`src/rtl/ether_fcs_check.sv`:
```
// Ethernet FCS checker for the dibit stream coming out of the RMII receiver.
// Runs reflected CRC-32 over the whole frame and reports a one-cycle verdict at end of frame.
module ether_fcs_check #(
  parameter int MIN_BYTES = 64,
  parameter int CNT_W     = 11
) (
  input  logic             clk,
  input  logic             rst,
  input  logic             axiiv,
  input  logic [1:0]       axiid,
  output logic             done,
  output logic             fcs_ok,
  output logic             runt,
  output logic             misalign,
  output logic [CNT_W-1:0] byte_count
);

  localparam logic [31:0] POLY    = 32'hEDB88320;
  localparam logic [31:0] RESIDUE = 32'hDEBB20E3;
  localparam logic [31:0] MIN_U   = MIN_BYTES;

  typedef enum logic [1:0] {IDLE, RUN, REPORT} state_t;

  state_t           state_q, state_d;
  logic [31:0]      crc_q, crc_d;
  logic [1:0]       dcnt_q, dcnt_d;
  logic [CNT_W-1:0] bcnt_q, bcnt_d;
  logic             done_q, done_d;
  logic             fcs_ok_q, fcs_ok_d;
  logic             runt_q, runt_d;
  logic             misalign_q, misalign_d;
  logic [CNT_W-1:0] byte_count_q, byte_count_d;

  // Two serial LSB-first steps per dibit: bit0 is the earlier wire bit.
  function automatic logic [31:0] crc_dibit(input logic [31:0] c, input logic [1:0] d);
    logic [31:0] r;
    logic        fb;
    r = c;
    for (int i = 0; i < 2; i++) begin
      fb = r[0] ^ d[i];
      r  = (r >> 1) ^ (fb ? POLY : 32'h0);
    end
    return r;
  endfunction

  always_comb begin
    state_d      = state_q;
    crc_d        = crc_q;
    dcnt_d       = dcnt_q;
    bcnt_d       = bcnt_q;
    done_d       = 1'b0;
    fcs_ok_d     = fcs_ok_q;
    runt_d       = runt_q;
    misalign_d   = misalign_q;
    byte_count_d = byte_count_q;

    case (state_q)
      // REPORT behaves like IDLE so a frame starting in the verdict cycle loses no dibit.
      IDLE, REPORT: begin
        if (axiiv) begin
          state_d = RUN;
          crc_d   = crc_dibit(32'hFFFFFFFF, axiid);
          dcnt_d  = 2'd1;
          bcnt_d  = '0;
        end else begin
          state_d = IDLE;
        end
      end
      RUN: begin
        if (axiiv) begin
          crc_d  = crc_dibit(crc_q, axiid);
          dcnt_d = 2'(dcnt_q + 2'd1);
          if (dcnt_q == 2'd3 && bcnt_q != '1) begin
            bcnt_d = bcnt_q + CNT_W'(1);
          end
        end else begin
          // Counters are final here; the verdict is registered so it is visible during REPORT.
          state_d      = REPORT;
          done_d       = 1'b1;
          misalign_d   = (dcnt_q != 2'd0);
          fcs_ok_d     = (crc_q == RESIDUE) && (dcnt_q == 2'd0);
          runt_d       = (32'(bcnt_q) < MIN_U);
          byte_count_d = bcnt_q;
        end
      end
      default: state_d = IDLE;
    endcase
  end

  always_ff @(posedge clk or negedge rst) begin
    if (!rst) begin
      state_q      <= IDLE;
      crc_q        <= 32'hFFFFFFFF;
      dcnt_q       <= 2'd0;
      bcnt_q       <= '0;
      done_q       <= 1'b0;
      fcs_ok_q     <= 1'b0;
      runt_q       <= 1'b0;
      misalign_q   <= 1'b0;
      byte_count_q <= '0;
    end else begin
      state_q      <= state_d;
      crc_q        <= crc_d;
      dcnt_q       <= dcnt_d;
      bcnt_q       <= bcnt_d;
      done_q       <= done_d;
      fcs_ok_q     <= fcs_ok_d;
      runt_q       <= runt_d;
      misalign_q   <= misalign_d;
      byte_count_q <= byte_count_d;
    end
  end

  assign done       = done_q;
  assign fcs_ok     = fcs_ok_q;
  assign runt       = runt_q;
  assign misalign   = misalign_q;
  assign byte_count = byte_count_q;

endmodule

```
`config.mk`:
```
export PLATFORM = sky130hd
export DESIGN_NAME = ether_fcs_check
export DESIGN_NICKNAME = d
export VERILOG_FILES = /design/src/rtl/ether_fcs_check.sv
export SDC_FILE = /design/constraint.sdc
export NUM_CORES = 1
export LEC_CHECK = 0
export ABC_CLOCK_PERIOD_IN_PS = 2600
export BUFFER_PORTS_ARGS = -buffer_cell sky130_fd_sc_hd__buf_2
export CORE_AREA = 2 2 82 115
export CTS_CLUSTER_SIZE = 12
export DETAILED_ROUTE_END_ITERATION = 12
export DIE_AREA = 0 0 84 117
export GPL_TIMING_DRIVEN = 0
export PLACE_DENSITY = 0.5
export SYNTH_ARGS = -nofsm -noshare
export SYNTH_HDL_FRONTEND = slang
export SYNTH_SLANG_ARGS = --single-unit
```
`constraint.sdc`:
```
create_clock -name clk -period 2.6 [get_ports clk]
set_clock_uncertainty 0.15 [all_clocks]
set_input_delay 0.78 -clock clk [delete_from_list [all_inputs] [get_ports clk]]
set_output_delay 0.78 -clock clk [all_outputs]
set_load 0.03 [all_outputs]
```
==> results.yml, run 1 <==
run_status:
  result_of_the_run: "finished clean"
logic_synthesis:
  fraction_of_the_yosys_area_taken_by_sequential_cells_pct: 52.7
  synth_largest_type_area_fraction_pct: 27.9
  synthesis.instances: 302
  synth.ff_latch_count: 62
  postSynthNetCount: 310
  synth_cell_types: 41
  mappedNetlistArea_mm2: 0.00302
  netlist_top_cells_area: "sky130_fd_sc_hd__dfstp_2 28%, sky130_fd_sc_hd__dfrtp_1 25%, sky130_fd_sc_hd__nand2_1 5.6%"
  synth_largest_area_cell: "sky130_fd_sc_hd__dfstp_2"
  ys.warnings.count: 0
  synth_area_per_cell_um2: 9.99
grt:
  global_route_wire_length_before_repair_mm: 12.3
  grt_antenna_before_repair: 0
  first_global_vias: 2446
  grt_start_max_net_pins: 63
  gr-usage-all-layers_pct: 16.4
  grt_overflow_total: 0
timing:
  rsz0062_at_grt: "false"
  slew_headroom_pct: 46.0
  final_max_slew_viol_count: 0
  finalHoldViolCount: 0
  post-route-period-util_pct: 90.2
  achievable-frequency_ghz: 0.426
  timing_worst_slew_pin_value_ns: 0.803
  time_the_worst_path_needs_with_i_o_delays_and_setup_ns: 2.35
  report.final.setup_viol: 0
power:
  vdd_drop_max_mv: 0.420
  comb_power_share_pct: 15.1
  total_leakage_power_uw: 0.00154
  clock_power_share_pct: 43.5
  power_frac_seq_pct: 41.5
  power.share.switching_pct: 26.4
  powerDensity_mw_per_mm2: 856
  power.internal_uw: 2260
  net-switching-power_uw: 811
die:
  design.portCount: 20
  die_height_um: 117
  design.die.area_mm2: 0.00983
  initial_utilization_pct: 34.0
  rows: 41
  die_w_um: 84
  core_mm2: 0.00887
layout:
  multi_input_comb_area_mm2: 0.00133
  fillerInstances: 871
  layout.nets: 340
  final_cell_area_mm2: 0.00358
  diodes: 0
  finish.utilization_pct: 40.4
  area.growth.synth_to_final_pct: 18.8
  layout-drive-gt1-share_pct: 22.3
  seqCellArea_mm2: 0.00159
drt:
  routed_wirelength_mm: 7.34
  routed_wire_length_per_instance_um: 16.5
  drtAntennaViolNets: 0
  dr_total_vias: 2321
  top_layer_used: "met4"
  initialDrtViolationCount: 64
  route.met3.wl_um: 214
  drc: 0
  drt_pass1_iterations: 4
  detail_route.vias_per_cell: 5.23
  wirelength_met1_mm: 3.14
  route.met2.wl_mm: 3.81
clock_network:
  clk_latency_ns: 0.33
  clock_path_buffers: 2
  cts_tree: "yes"
  cts_inserted_buffers: 9
  cts_num_sinks: 62
  ctsRootBufferMaster: "sky130_fd_sc_hd__clkbuf_16"
  worst_path_clk_slew_ns: 0.05
  htreeDepth: 3
  post-cts-setup-buffer-count: 0
  cts.repair.resized: 0
  quantity_of_hold_fixing_buffers_added_after_cts: 0
critical_path:
  required_ns: 2.71
  cp_max_fo: 10
  critPathLaunchType: "input pin"
  worst-setup-path-type: "in -> reg"
  end_kind: "flop"
  critPathArrivalTime_ns: 2.46
run:
  drv.max_cap_violation_count: 0
place:
  dpl-instance-area_mm2: 0.00325
  post-dp-hpwl_mm: 5.08
  placement.io_buffers: 19
  gpl.final_weighted_congestion: 0.823
worst_hold_path:
  worstHoldPathType: "reg -> reg"
[worst max-delay path, cell delays in order]
cell and delay (ns):
sky130_fd_sc_hd__buf_2 0.09, sky130_fd_sc_hd__a21bo_2 0.27, sky130_fd_sc_hd__inv_1 0.16, sky130_fd_sc_hd__clkbuf_1 0.45
sky130_fd_sc_hd__clkbuf_1 0.50, sky130_fd_sc_hd__nor2_1 0.08, sky130_fd_sc_hd__nor2_1 0.13
[cell families (layout without fill, tap and decap cells)]
family                     Yosys count  count (layout)  synth area share, %
DFF                                 62              62                 52.7
muxes                                1               1                0.332
adders and majority gates            3               3                 1.24
and+or+nand+nor                    126             126                 20.6
AOI/OAI and AO/OA                   70              70                 15.7
buffers and inverters               23              58                 3.15
xor gates and xnor gates            17              17                 6.18
[per-stage QoR]
| stage | power (µW) | setup WS [ns] | TNS, ns | std cells | hold slack (ns) |
|---|---|---|---|---|---|
| 2_1_floorplan | 1600 | 0.410 | 0 | 302 | 0.333 |
| 3_3_place_gp | 1750 | -0.283 | -3.10 | 428 | 0.304 |
| 4_1_cts | 3120 | 0.126 | 0 | 444 | 0.321 |
| 6_report | 3070 | 0.254 | 0 | 444 | 0.313 |
| 3_5_place_dp | 1750 | -0.225 | -2.45 | 428 | 0.307 |
| 5_1_grt | 3230 | 0.0669 | 0 | 444 | 0.333 |
[cell usage after synthesis (all sizes together)]
cell type and count:
nand4 3, o211ai 6, a31oi 2, dfrtp 30
a21o 3, mux2i 1, and3 2, a21oi 18
inv 9, o41ai 1, ha 3, buf 2
a31o 1, xnor2 17, nor2 38, a41oi 2
and4 1, nor3 2, clkbuf 12, o2bb2ai 1
o22a 11, or2 1, nand2b 3, or4b 1
dfstp 32, and4b 2, nor4 1, nand4b 8
a21bo 1, o31ai 12, or4 9, nor2b 2
a22o 1, o21ai 11, nand2 45, nand3 7
nor4b 1
[worst paths after layout]
check,cells past startpoint,slack [ns],start,to
setup reg to reg,5,0.29,bcnt_q[0],bcnt_q[1]
max in group asynchronous,1,1.39,rst,byte_count[1]
min in group asynchronous,1,0.40,rst,byte_count[2]
hold reg to reg,2,0.31,byte_count[5],byte_count[5]
hold / removal,2,0.31,byte_count[5],byte_count[5]
setup / recovery,7,0.25,axiiv,crc_q[27]
[state kept, by name, indices dropped and copies added (netlist names)]
register,cells
dcnt_q,2
misalign,1
state_q,2
runt,1
done,1
byte_count,11
crc_q,32
fcs_ok,1
bcnt_q,11
[cells in the final DEF, fill, tap and decap left out, drive strengths merged]
| master | instances |
|---|---|
| nor2b | 2 |
| o41ai | 1 |
| or2 | 1 |
| a21oi | 18 |
| nor3 | 2 |
| nand2 | 45 |
| nand2b | 3 |
| o21ai | 11 |
| and3 | 2 |
| o22a | 11 |
| a21o | 3 |
| mux2i | 1 |
| nand4b | 8 |
| nand3 | 7 |
| and4b | 2 |
| and4 | 1 |
| a21bo | 1 |
| xnor2 | 17 |
| clkinv | 1 |
| nor4b | 1 |
| dfrtp | 30 |
| o211ai | 6 |
| nor4 | 1 |
| o31ai | 12 |
| inv | 9 |
| buf | 21 |
| a22o | 1 |
| or4b | 1 |
| a31o | 1 |
| a41oi | 2 |
| bufinv | 2 |
| dfstp | 32 |
| o2bb2ai | 1 |
| or4 | 9 |
| nand4 | 3 |
| a31oi | 2 |
| clkbuf | 25 |
| ha | 3 |
| nor2 | 38 |
[final cells by class]
class | instances | area share, %
tap | 107 | 3.73
inverter | 9 | 0.942
clock buffer | 13 | 7.54
clock inverter | 3 | 1.82
multi-input combinational | 217 | 37.1
buffer | 14 | 1.71
sequential | 62 | 44.4
timing repair buffer | 19 | 2.72
[routing by layer]
layer / GRT usage [%] / vias to the layer above
met1: 18.5 / 1129
li1: - / 1136
met4: 7.63 / 0
met5: 0 / -
met3: 4.28 / 16
met2: 29.2 / 40
[power groups by stage]
| stage | clock, µW | sequential [µW] | combinational [µW] |
|---|---|---|---|
| floorplan | 0 | 1290 | 310 |
| global placement | 0 | 1280 | 462 |
| detailed placement | 0 | 1290 | 467 |
| CTS | 1370 | 1270 | 469 |
| global route | 1420 | 1290 | 519 |
| finish | 1330 | 1270 | 463 |
Power figures use the tool's default switching activity.
==> run 2, diff against run 1 <==
--- a/config.mk
+++ b/config.mk
@@ -5,12 +5,15 @@
 export SDC_FILE = /design/constraint.sdc
 export NUM_CORES = 1
 export LEC_CHECK = 0
+export ABC_AREA = 1
 export ABC_CLOCK_PERIOD_IN_PS = 2600
 export BUFFER_PORTS_ARGS = -buffer_cell sky130_fd_sc_hd__buf_2
-export CORE_AREA = 2 2 82 115
+export CAP_MARGIN = 20
+export CORE_AREA = 2 2 85 119
 export CTS_CLUSTER_SIZE = 12
 export DETAILED_ROUTE_END_ITERATION = 12
-export DIE_AREA = 0 0 84 117
+export DIE_AREA = 0 0 87 121
+export GPL_ROUTABILITY_DRIVEN = 0
 export GPL_TIMING_DRIVEN = 0
 export PLACE_DENSITY = 0.5
 export SYNTH_ARGS = -nofsm -noshare
==> results.yml, run 2 <==
die:
  die_w_um: 87
  core_mm2: 0.00941
  design.die.area_mm2: 0.0105
  design.portCount: 20
  rows: 42
  die_height_um: 121
  initial_utilization_pct: 34.5
grt:
  groute.layer.met3.usage_pct: 3.88
  grt_start_max_net_pins: 63
  gr-usage-all-layers_pct: 17.8
  global_route_wire_length_before_repair_mm: 14.1
  use_met2_pct: 30.6
  grt_overflow_total: 0
  grt_antenna_before_repair: 0
  first_global_vias: 2759
  gr_busiest_metal: "met2"
  grt.met1_usage_pct: 21.2
drt:
  initialDrtViolationCount: 193
  drc: 0
  detail_route.vias_per_cell: 5.06
  drtAntennaViolNets: 0
  drt_pass1_iterations: 4
  routed_wirelength_mm: 8.44
  dr_total_vias: 2790
  routed_wire_length_per_instance_um: 15.3
timing:
  final.setup.worst_slack_ns: 0.639
  post-route-period-util_pct: 75.4
  achievable-frequency_ghz: 0.510
  timing_worst_slew_pin_value_ns: 0.809
  report.final.setup_viol: 0
  slew_headroom_pct: 46.1
  tns_ns: 0
  time_the_worst_path_needs_with_i_o_delays_and_setup_ns: 1.96
  rsz0062_at_grt: "false"
  final_max_slew_viol_count: 0
  finalHoldViolCount: 0
layout:
  most_common_library_cell_in_the_layout_ignoring_fill_and_taps: "sky130_fd_sc_hd__nand2_1"
  layout.nets: 444
  diodes: 0
  largest_register_ffs: 32
  area.growth.synth_to_final_pct: 17.6
  layout_common_cells: "116 x sky130_fd_sc_hd__nand2_1, 43 x sky130_fd_sc_hd__inv_1, 43 x sky130_fd_sc_hd__nand3_1"
  finish.utilization_pct: 40.6
  layout-drive-gt1-share_pct: 22.9
  regMostFlops: "crc_q"
clock_network:
  cts_tree: "yes"
  ctsRootBufferMaster: "sky130_fd_sc_hd__clkbuf_16"
  clk_latency_ns: 0.34
  cts.repair.resized: 0
  post-cts-setup-buffer-count: 0
  htreeDepth: 3
  clock_path_buffers: 2
  worst_path_clk_slew_ns: 0.06
  cts_inserted_buffers: 9
  quantity_of_hold_fixing_buffers_added_after_cts: 0
  cts_num_sinks: 62
critical_path:
  critPathArrivalTime_ns: 2.04
  cp_num_buf_inv: 1
  critical_path.slowest_cell: "sky130_fd_sc_hd__a21oi_1"
  cp_cell_sequence: "buf_2 -> nand2_1 -> a21oi_1 -> a22oi_1"
  cp_max_fo: 10
  worst_path_dominant_cell_family: "compound AO/OA/AOI/OAI gates"
  required_ns: 2.68
  end_kind: "flop"
  critPathLaunchType: "input pin"
  reg2reg_setup_slack_ns: 0.68
  worst-setup-path-type: "in -> reg"
  timing.critical_path.slowest_cell_delay_ns: 0.72
logic_synthesis:
  synth.ff_latch_count: 62
  synth_edf_count: 0
  fraction_of_the_yosys_area_taken_by_sequential_cells_pct: 49.1
  netlist_top_cells_area: "sky130_fd_sc_hd__dfstp_2 26%, sky130_fd_sc_hd__dfrtp_1 23%, sky130_fd_sc_hd__nand2_1 13%"
  synth_common_cells: "116 x sky130_fd_sc_hd__nand2_1, 43 x sky130_fd_sc_hd__inv_1, 43 x sky130_fd_sc_hd__nand3_1"
  dominantRegCellSynth: "sky130_fd_sc_hd__dfstp_2"
  mappedNetlistArea_mm2: 0.00324
  synth_cell_types: 34
  synth_largest_type_area_fraction_pct: 25.9
  synthesis.instances: 406
  synth_area_per_cell_um2: 7.99
  async_flop_share_pct: 100
  ys.warnings.count: 0
  postSynthNetCount: 414
  dominant_cell_by_count_in_the_synthesized_netlist: "sky130_fd_sc_hd__nand2_1"
  synth_largest_area_cell: "sky130_fd_sc_hd__dfstp_2"
power:
  vdd_drop_max_mv: 0.384
  total_power_uw: 3020
  powerDensity_mw_per_mm2: 791
  total_leakage_power_uw: 0.00185
worst_hold_path:
  worstHoldPathType: "reg -> reg"
run_status:
  result_of_the_run: "finished clean"
run:
  drv.max_cap_violation_count: 0
place:
  place_worst_setup_slack_ns: 0.266
  post-dp-hpwl_mm: 5.97
  placement.io_buffers: 19
run 2: cell count changes after synthesis, sizes merged, moves of 10 or more:
cell,change
a21oi,-10
a22oi,+16
clkbuf,-10
inv,+41
nand2,+78
nand3,+36
o21ai,+30
o22a,-11
o31ai,-12
xnor2,-16
run 2: final cells by class:
class | instances | area (µm²)
clock buffer | 11 | 275
sequential | 62 | 1590
tap | 110 | 138
multi-input combinational | 284 | 1400
inverter | 50 | 188
timing repair buffer | 19 | 97.6
buffer | 10 | 61.3
clock inverter | 5 | 61.3
fill | 938 | 5590
run 2: worst paths after layout:
path	from	to	cells past startpoint
max	axiiv	crc_q[7]	4
min	byte_count[8]	byte_count[8]	2
max reg2reg	state_q[1]	crc_q[7]	4
min reg2reg	byte_count[8]	byte_count[8]	2
max in group asynchronous	rst	bcnt_q[1]	1
min in group asynchronous	rst	bcnt_q[7]	1
run 2: metrics by stage:
stage | cells | hold slack (ns) | cell area (µm²)
after floorplan | 406 | 0.309 | 3240
after global placement | 535 | 0.313 | 3480
after detailed placement | 535 | 0.310 | 3480
after CTS | 551 | 0.332 | 3820
after global routing | 551 | 0.365 | 3820
final | 551 | 0.328 | 3820
run 2: worst reg2reg max path: stages (launching register included):
cell and delay, ns:
sky130_fd_sc_hd__dfrtp_1 0.40, sky130_fd_sc_hd__nand2_1 0.09, sky130_fd_sc_hd__nand2_1 0.28, sky130_fd_sc_hd__a21oi_1 0.73, sky130_fd_sc_hd__a22oi_1 0.16
run 2: logic make-up (layout without fill, tap and decap cells):
family	Yosys count	count (layout)	synth area share (%)
DFF	62	62	49.1
and+or+nand+nor	208	208	27.7
buffers and inverters	60	95	7.67
xor gates and xnor gates	4	4	1.31
adders and majority gates	3	3	1.16
AOI/OAI and AO/OA	69	69	13.1
run 2: power by group:
part	internal (µW)	total (µW)	switching (µW)
registers	1130	1200	77.8
logic	163	493	330
clock network	863	1320	458
run 2: layer usage:
layer | vias to the layer above | part of all wire [%] | wire length, µm
met1 | 1331 | 41 | 3450
met3 | 11 | 3.9 | 330
met2 | 64 | 53 | 4510
met4 | 0 | 1.8 | 150
met5 | - | 0 | 0
li1 | 1384 | - | -
